===== src/rtl/hazard_scheduler.sv =====
// Hazard scheduler for a classic five-stage pipeline.
// Resolves taken branches, load-use hazards and multi-cycle mul/div occupancy
// of EX. It drives the pipeline-register write/flush/bubble controls and keeps
// a saturating count of front-end stall cycles.
module hazard_scheduler #(
   parameter int MD_LATENCY = 4
) (
   input  logic        clk_i,
   input  logic        rst_i,
   input  logic [4:0]  ID_rs,
   input  logic [4:0]  ID_rt,
   input  logic [4:0]  IE_rt,
   input  logic        IE_memread,
   input  logic        IE_md_start,
   input  logic        IE_branch_taken,
   output logic        pc_write,
   output logic        IF_ID_write,
   output logic        IF_ID_flush,
   output logic        ID_EX_write,
   output logic        ID_EX_bubble,
   output logic        EX_MEM_bubble,
   output logic        md_busy,
   output logic        md_done,
   output logic [15:0] stall_cnt
);

   typedef enum logic {
      RUN     = 1'b0,
      MD_BUSY = 1'b1
   } state_t;

   // The start cycle counts as the first stall cycle and the done cycle as the
   // last, so the counter covers the remaining MD_LATENCY-2 cycles between them.
   localparam logic [3:0] MD_RELOAD = 4'(MD_LATENCY - 2);

   state_t     state;
   logic [3:0] md_cnt;
   logic       load_use;

   assign load_use = IE_memread && (IE_rt != 5'd0) &&
                     ((IE_rt == ID_rs) || (IE_rt == ID_rt));

   // Pipeline controls act in the same cycle the hazard is seen, so they are
   // decoded combinationally from the current state and the EX/ID fields.
   always_comb begin
      pc_write      = 1'b1;
      IF_ID_write   = 1'b1;
      IF_ID_flush   = 1'b0;
      ID_EX_write   = 1'b1;
      ID_EX_bubble  = 1'b0;
      EX_MEM_bubble = 1'b0;
      md_busy       = 1'b0;
      md_done       = 1'b0;
      case (state)
         RUN: begin
            if (IE_branch_taken) begin
               IF_ID_flush  = 1'b1;
               ID_EX_bubble = 1'b1;
            end else if (IE_md_start) begin
               pc_write      = 1'b0;
               IF_ID_write   = 1'b0;
               ID_EX_write   = 1'b0;
               EX_MEM_bubble = 1'b1;
               md_busy       = 1'b1;
            end else if (load_use) begin
               pc_write     = 1'b0;
               IF_ID_write  = 1'b0;
               ID_EX_bubble = 1'b1;
            end
         end
         MD_BUSY: begin
            pc_write    = 1'b0;
            IF_ID_write = 1'b0;
            ID_EX_write = 1'b0;
            md_busy     = 1'b1;
            if (md_cnt == 4'd0) begin
               md_done = 1'b1;
            end else begin
               EX_MEM_bubble = 1'b1;
            end
         end
         default: begin
            pc_write = 1'b1;
         end
      endcase
   end

   // Mul/div occupancy FSM: a taken branch squashes the start, and a start seen
   // while already busy is ignored so the count is never reloaded.
   always_ff @(posedge clk_i or posedge rst_i) begin
      if (rst_i) begin
         state  <= RUN;
         md_cnt <= 4'd0;
      end else begin
         case (state)
            RUN: begin
               if (!IE_branch_taken && IE_md_start) begin
                  state  <= MD_BUSY;
                  md_cnt <= MD_RELOAD;
               end
            end
            MD_BUSY: begin
               if (md_cnt == 4'd0) begin
                  state <= RUN;
               end else begin
                  md_cnt <= md_cnt - 4'd1;
               end
            end
            default: begin
               state <= RUN;
            end
         endcase
      end
   end

   // Count every cycle the PC is held, sticking at all-ones instead of wrapping.
   always_ff @(posedge clk_i or posedge rst_i) begin
      if (rst_i) begin
         stall_cnt <= 16'd0;
      end else if (!pc_write && (stall_cnt != 16'hFFFF)) begin
         stall_cnt <= stall_cnt + 16'd1;
      end
   end

endmodule


===== config.mk =====
export PLATFORM = sky130hd
export DESIGN_NAME = hazard_scheduler
export DESIGN_NICKNAME = d
export VERILOG_FILES = /design/src/rtl/hazard_scheduler.sv
export SDC_FILE = /design/constraint.sdc
export NUM_CORES = 1
export LEC_CHECK = 0
export CAP_MARGIN = 20
export CORE_MARGIN = 10
export CORE_UTILIZATION = 41
export DETAILED_ROUTE_END_ITERATION = 6
export DONT_BUFFER_PORTS = 1
export SYNTH_ARGS = -nofsm -noshare
export SYNTH_HDL_FRONTEND = slang
export SYNTH_SLANG_ARGS = --single-unit

===== constraint.sdc =====
create_clock -name clk_i -period 1.8 [get_ports clk_i]
set_input_delay 0.18 -clock clk_i [delete_from_list [all_inputs] [get_ports clk_i]]
set_output_delay 0.18 -clock clk_i [all_outputs]
set_load 0.1 [all_outputs]

==> impl_summary.md <==
Outcome
The flow ran to the end, and the final reports show no timing, DRC or antenna violations.

Placed design
Timing analysis after detailed placement gives a worst setup slack of 0.1022 ns. The detailed-placement wirelength estimate is 2.382 mm. The final RePlAce weighted congestion is 0.7148.

Buffers placed on the I/O ports in this run total 0.

Power
The internal portion of the total power is 1.443 mW. For this design the static power due to leakage is 0.7761 nW. The maximum resistive drop on vdd is 0.001002 V.

The portion of total power attributed to sequential cells is 24.0%. The combinational group share of total power is 69.0%. For this design the ratio of total power to cell area is 1836 nW/µm². The total net switching power is 1.825 mW. Per report_power, the clock group accounts for 7.0% of the total. In this run switching power makes up 55.85% of total power.

Synth
The number of standard cells after synthesis is 122. Sorting the synthesized cells by how often they occur yields sky130_fd_sc_hd__dfrtp_1 (21), sky130_fd_sc_hd__xnor2_1 (15), sky130_fd_sc_hd__and3_1 (10), sky130_fd_sc_hd__xor2_1 (10), sky130_fd_sc_hd__nor2_1 (7). The prevailing post-synth register cell is sky130_fd_sc_hd__dfrtp_1. The total of warnings raised by yosys is 0.

After synthesis, the cell types taking the most area are sky130_fd_sc_hd__dfrtp_1 (41%), sky130_fd_sc_hd__xnor2_1 (10%), sky130_fd_sc_hd__xor2_1 (6.9%). Summing every instance area after synthesis gives 1276 µm². In the synthesized netlist the async set-or-reset flop fraction comes to 100.0%. The synthesized design contains 21 register bits. Counting distinct cell types in the post-synthesis netlist gives 36. Sequential cells were found to cover 41.18% of the synthesized design area. Synthesis produced a netlist with a net count of 144. The number of enable flip-flop cells after synthesis is 0. The synthesized area divided by synthesized cell count is 10.46 µm².

The library cell occupying the most area in the post-synthesis netlist is sky130_fd_sc_hd__dfrtp_1. The top cell type's share of synthesized area is 41.18%. Yosys instantiated no cell more often than sky130_fd_sc_hd__dfrtp_1.

Clock tree
The TritonCTS clock tree is done. The clock net in this run drives a total of 21 sinks. The maximum clock path buffer count is 2. The cell sitting at the root of the clock tree is a sky130_fd_sc_hd__clkbuf_4.

Clock-pin slew was measured on the worst setup and hold paths at 0.12 ns. The clock insertion delay at the later pin of the skew report is 0.30 ns. The total CTS buffers is 3. In this run the number of H-tree levels came out at 1.

Route
The final layout contains routed wiring with a total length of 2.935 mm. The wire length per cell is 14.68 µm. The total iterations of the first detailed-routing run is 4. Dividing the detail-routed via count by the number of cells gives 5.120. The violation count after the first detailed-routing iteration is 61.

The count of nets left with antenna violations once routing finished came out at 0. Across all layers, the routed design uses 1024 vias. The DRC violation count after routing is 0.

Global route
The number of global-route vias before repair is 1029. Summed over all layers, the global routing overflow is 0. The first global-routing pass estimated 4.809 mm of wire. The largest net degree at the start of global routing is 15. The aggregate global-route resource usage is 10.63%. The number of antenna violations at the first check in global routing was 0.

Die
The count of standard-cell rows is 20. The die is 75.79 µm tall. The region available for standard cell placement spans 3028 µm². From left edge to right edge, the die measures 75.79 µm. The boundary pin count is 44. For this configuration, the core starts out at a cell density of 42.15%.

The full die area is 5744 µm².

STA
Derived from the worst setup path, the maximum achievable clock frequency is 580.9 MHz. The total count of hold-check failures in the final report is 0. Setup repair after global routing could not meet its margin everywhere.

The setup violation total in the final timing report is 0. After layout, the worst setup slack is 0.07867 ns. Across all hold checks on the routed design, the worst slack comes to 0.2242 ns.

The final-report max-slew violation count is 0. The period utilization is 95.63%. The clock period could shrink to 1.721 ns. The slew at the pin with the worst max-slew slack is 0.5326 ns. The final clock skew is 0.002991 ns. The worst slew margin relative to its limit is 64.46%.

Min path
The instance count along the most critical hold path is 4. The path class of the lowest-slack min-delay path is primary input to register.

Worst setup path
The slowest library cell on the worst path is sky130_fd_sc_hd__dfrtp_1. Data on the critical path is required at its endpoint by 1.62 ns. The worst setup path is launched from a register. The highest net fanout along the worst path is 3.

For this run, the slowest stage of the critical path takes 0.38 ns. Data arrives at the worst endpoint at 1.54 ns. The worst register-to-register path has a depth of 5. The type of destination of the critical path is an output pin. Walking the worst path, the cells encountered are inv_2 -> ha_4 -> nor3b_4 -> and2_4 -> nor2_4 -> buf_12. The critical path is of the register to output pin type.

Cells and area
The number of filler cells placed in the layout is 264. Once layout is complete, the utilization of the core stands at 58.76%. The share of post-route cells with drive strength above 1 is 55.13%. The number of diodes is 0. The area growth from synthesis to layout is 39.41%. After the last flow step, the layout net total stands at 179.

Job
The number of violations of the max-capacitance limit is 0.
## worst max-delay path, delay by kind of cell (launching register included)
| kind | cells | cell delay (ns) |
|---|---|---|
| buffers and inverters | 2 | 0.25 |
| and+or+nand+nor | 3 | 0.46 |
| adders and majority gates | 1 | 0.16 |
| DFF | 1 | 0.38 |
## per-layer routing
metal  vias to the layer above  wire (µm)  track usage (%)
li1                        491          -                -
met1                       483       1272            12.51
met2                        48       1283            16.42
met3                         2        349            4.818
met4                         0         30            4.330
met5                         -          0                0
## registers in the layout, indices dropped and copies added (netlist names)
name / flops
state: 1
md_cnt: 4
stall_cnt: 16
## power by group through the flow
stage	Sequential [mW]	Combinational, mW	Clock, mW
2_1_floorplan	1.37	1.11	0
3_3_place_gp	0.780	2.08	0
3_5_place_dp	0.791	2.11	0
4_1_cts	0.776	2.16	0.238
5_1_grt	0.812	2.37	0.264
6_report	0.786	2.25	0.228
## path summary, 6_finish.rpt
kind | slack, ns | to | startpoint
setup / recovery | 0.08 | EX_MEM_bubble | md_cnt[0]
hold / removal | 0.22 | stall_cnt[0] | IE_memread
setup reg to reg | 0.10 | stall_cnt[5] | stall_cnt[0]
hold reg to reg | 0.50 | stall_cnt[8] | stall_cnt[8]
max in group asynchronous | 0.92 | stall_cnt[15] | rst_i
min in group asynchronous | 0.35 | stall_cnt[0] | rst_i
## placed cells by master, fill, tap and decap left out, types with 2 or more instances in the layout
| master | Yosys | routed |
|---|---|---|
| sky130_fd_sc_hd__nor2b_1 | 2 | 2 |
| sky130_fd_sc_hd__buf_12 | 0 | 5 |
| sky130_fd_sc_hd__inv_2 | 2 | 3 |
| sky130_fd_sc_hd__nand4_2 | 4 | 4 |
| sky130_fd_sc_hd__nand3_1 | 2 | 2 |
| sky130_fd_sc_hd__xnor2_1 | 15 | 15 |
| sky130_fd_sc_hd__nand3_2 | 6 | 6 |
| sky130_fd_sc_hd__nand2_1 | 4 | 4 |
| sky130_fd_sc_hd__dfrtp_1 | 21 | 4 |
| sky130_fd_sc_hd__o21ai_1 | 4 | 4 |
| sky130_fd_sc_hd__nor2_4 | 0 | 2 |
| sky130_fd_sc_hd__xor2_1 | 10 | 10 |
| sky130_fd_sc_hd__buf_4 | 1 | 29 |
| sky130_fd_sc_hd__nor3_2 | 2 | 2 |
| sky130_fd_sc_hd__dfrtp_4 | 0 | 6 |
| sky130_fd_sc_hd__clkbuf_4 | 0 | 3 |
| sky130_fd_sc_hd__nand4_1 | 5 | 5 |
| sky130_fd_sc_hd__inv_1 | 5 | 3 |
| sky130_fd_sc_hd__ha_4 | 0 | 2 |
| sky130_fd_sc_hd__nor2_1 | 7 | 4 |
| sky130_fd_sc_hd__dfrtp_2 | 0 | 11 |
| sky130_fd_sc_hd__and3_1 | 10 | 10 |
## layout make-up
| type | count | area, µm² | share of cell area, % |
|---|---|---|---|
| multi-input combinational | 89 | 768.2 | 43.18 |
| clock inverter | 1 | 5.005 | 0.2813 |
| inverter | 7 | 38.79 | 2.180 |
| tap | 44 | 55.05 | 3.094 |
| sequential | 21 | 561.8 | 31.58 |
| clock buffer | 3 | 22.52 | 1.266 |
| timing repair buffer | 35 | 327.8 | 18.42 |
## repair_timing
item | in CTS | in global routing
hold endpoints to repair | 13 | 0
hold buffers | 1 | 0
pin swaps | 1 | 1
setup endpoints to repair | 2 | 4
setup buffers | 2 | 4
gates resized for setup | 2 | 7
## through the flow
stage / power (mW) / TNS (ns) / area (µm²) / cells
6_report: 3.268 / 0 / 1779 / 200
5_1_grt: 3.446 / -0.008084 / 1779 / 200
4_1_cts: 3.178 / 0 / 1722 / 196
3_5_place_dp: 2.897 / 0 / 1660 / 189
3_3_place_gp: 2.857 / 0 / 1660 / 189
2_1_floorplan: 2.481 / -1.539 / 1396 / 122
## logic make-up (layout without fill, tap and decap cells)
logic type	count (synthesis)	in the layout	share of synthesized area, %
xor gates and xnor gates	25	25	17.16
buffers and inverters	12	46	4.509
adders and majority gates	2	2	1.960
muxes	2	2	1.667
DFF	21	21	41.18
AOI/OAI and AO/OA	10	10	6.569
and+or+nand+nor	50	50	26.96
Power figures use the tool's default switching activity.
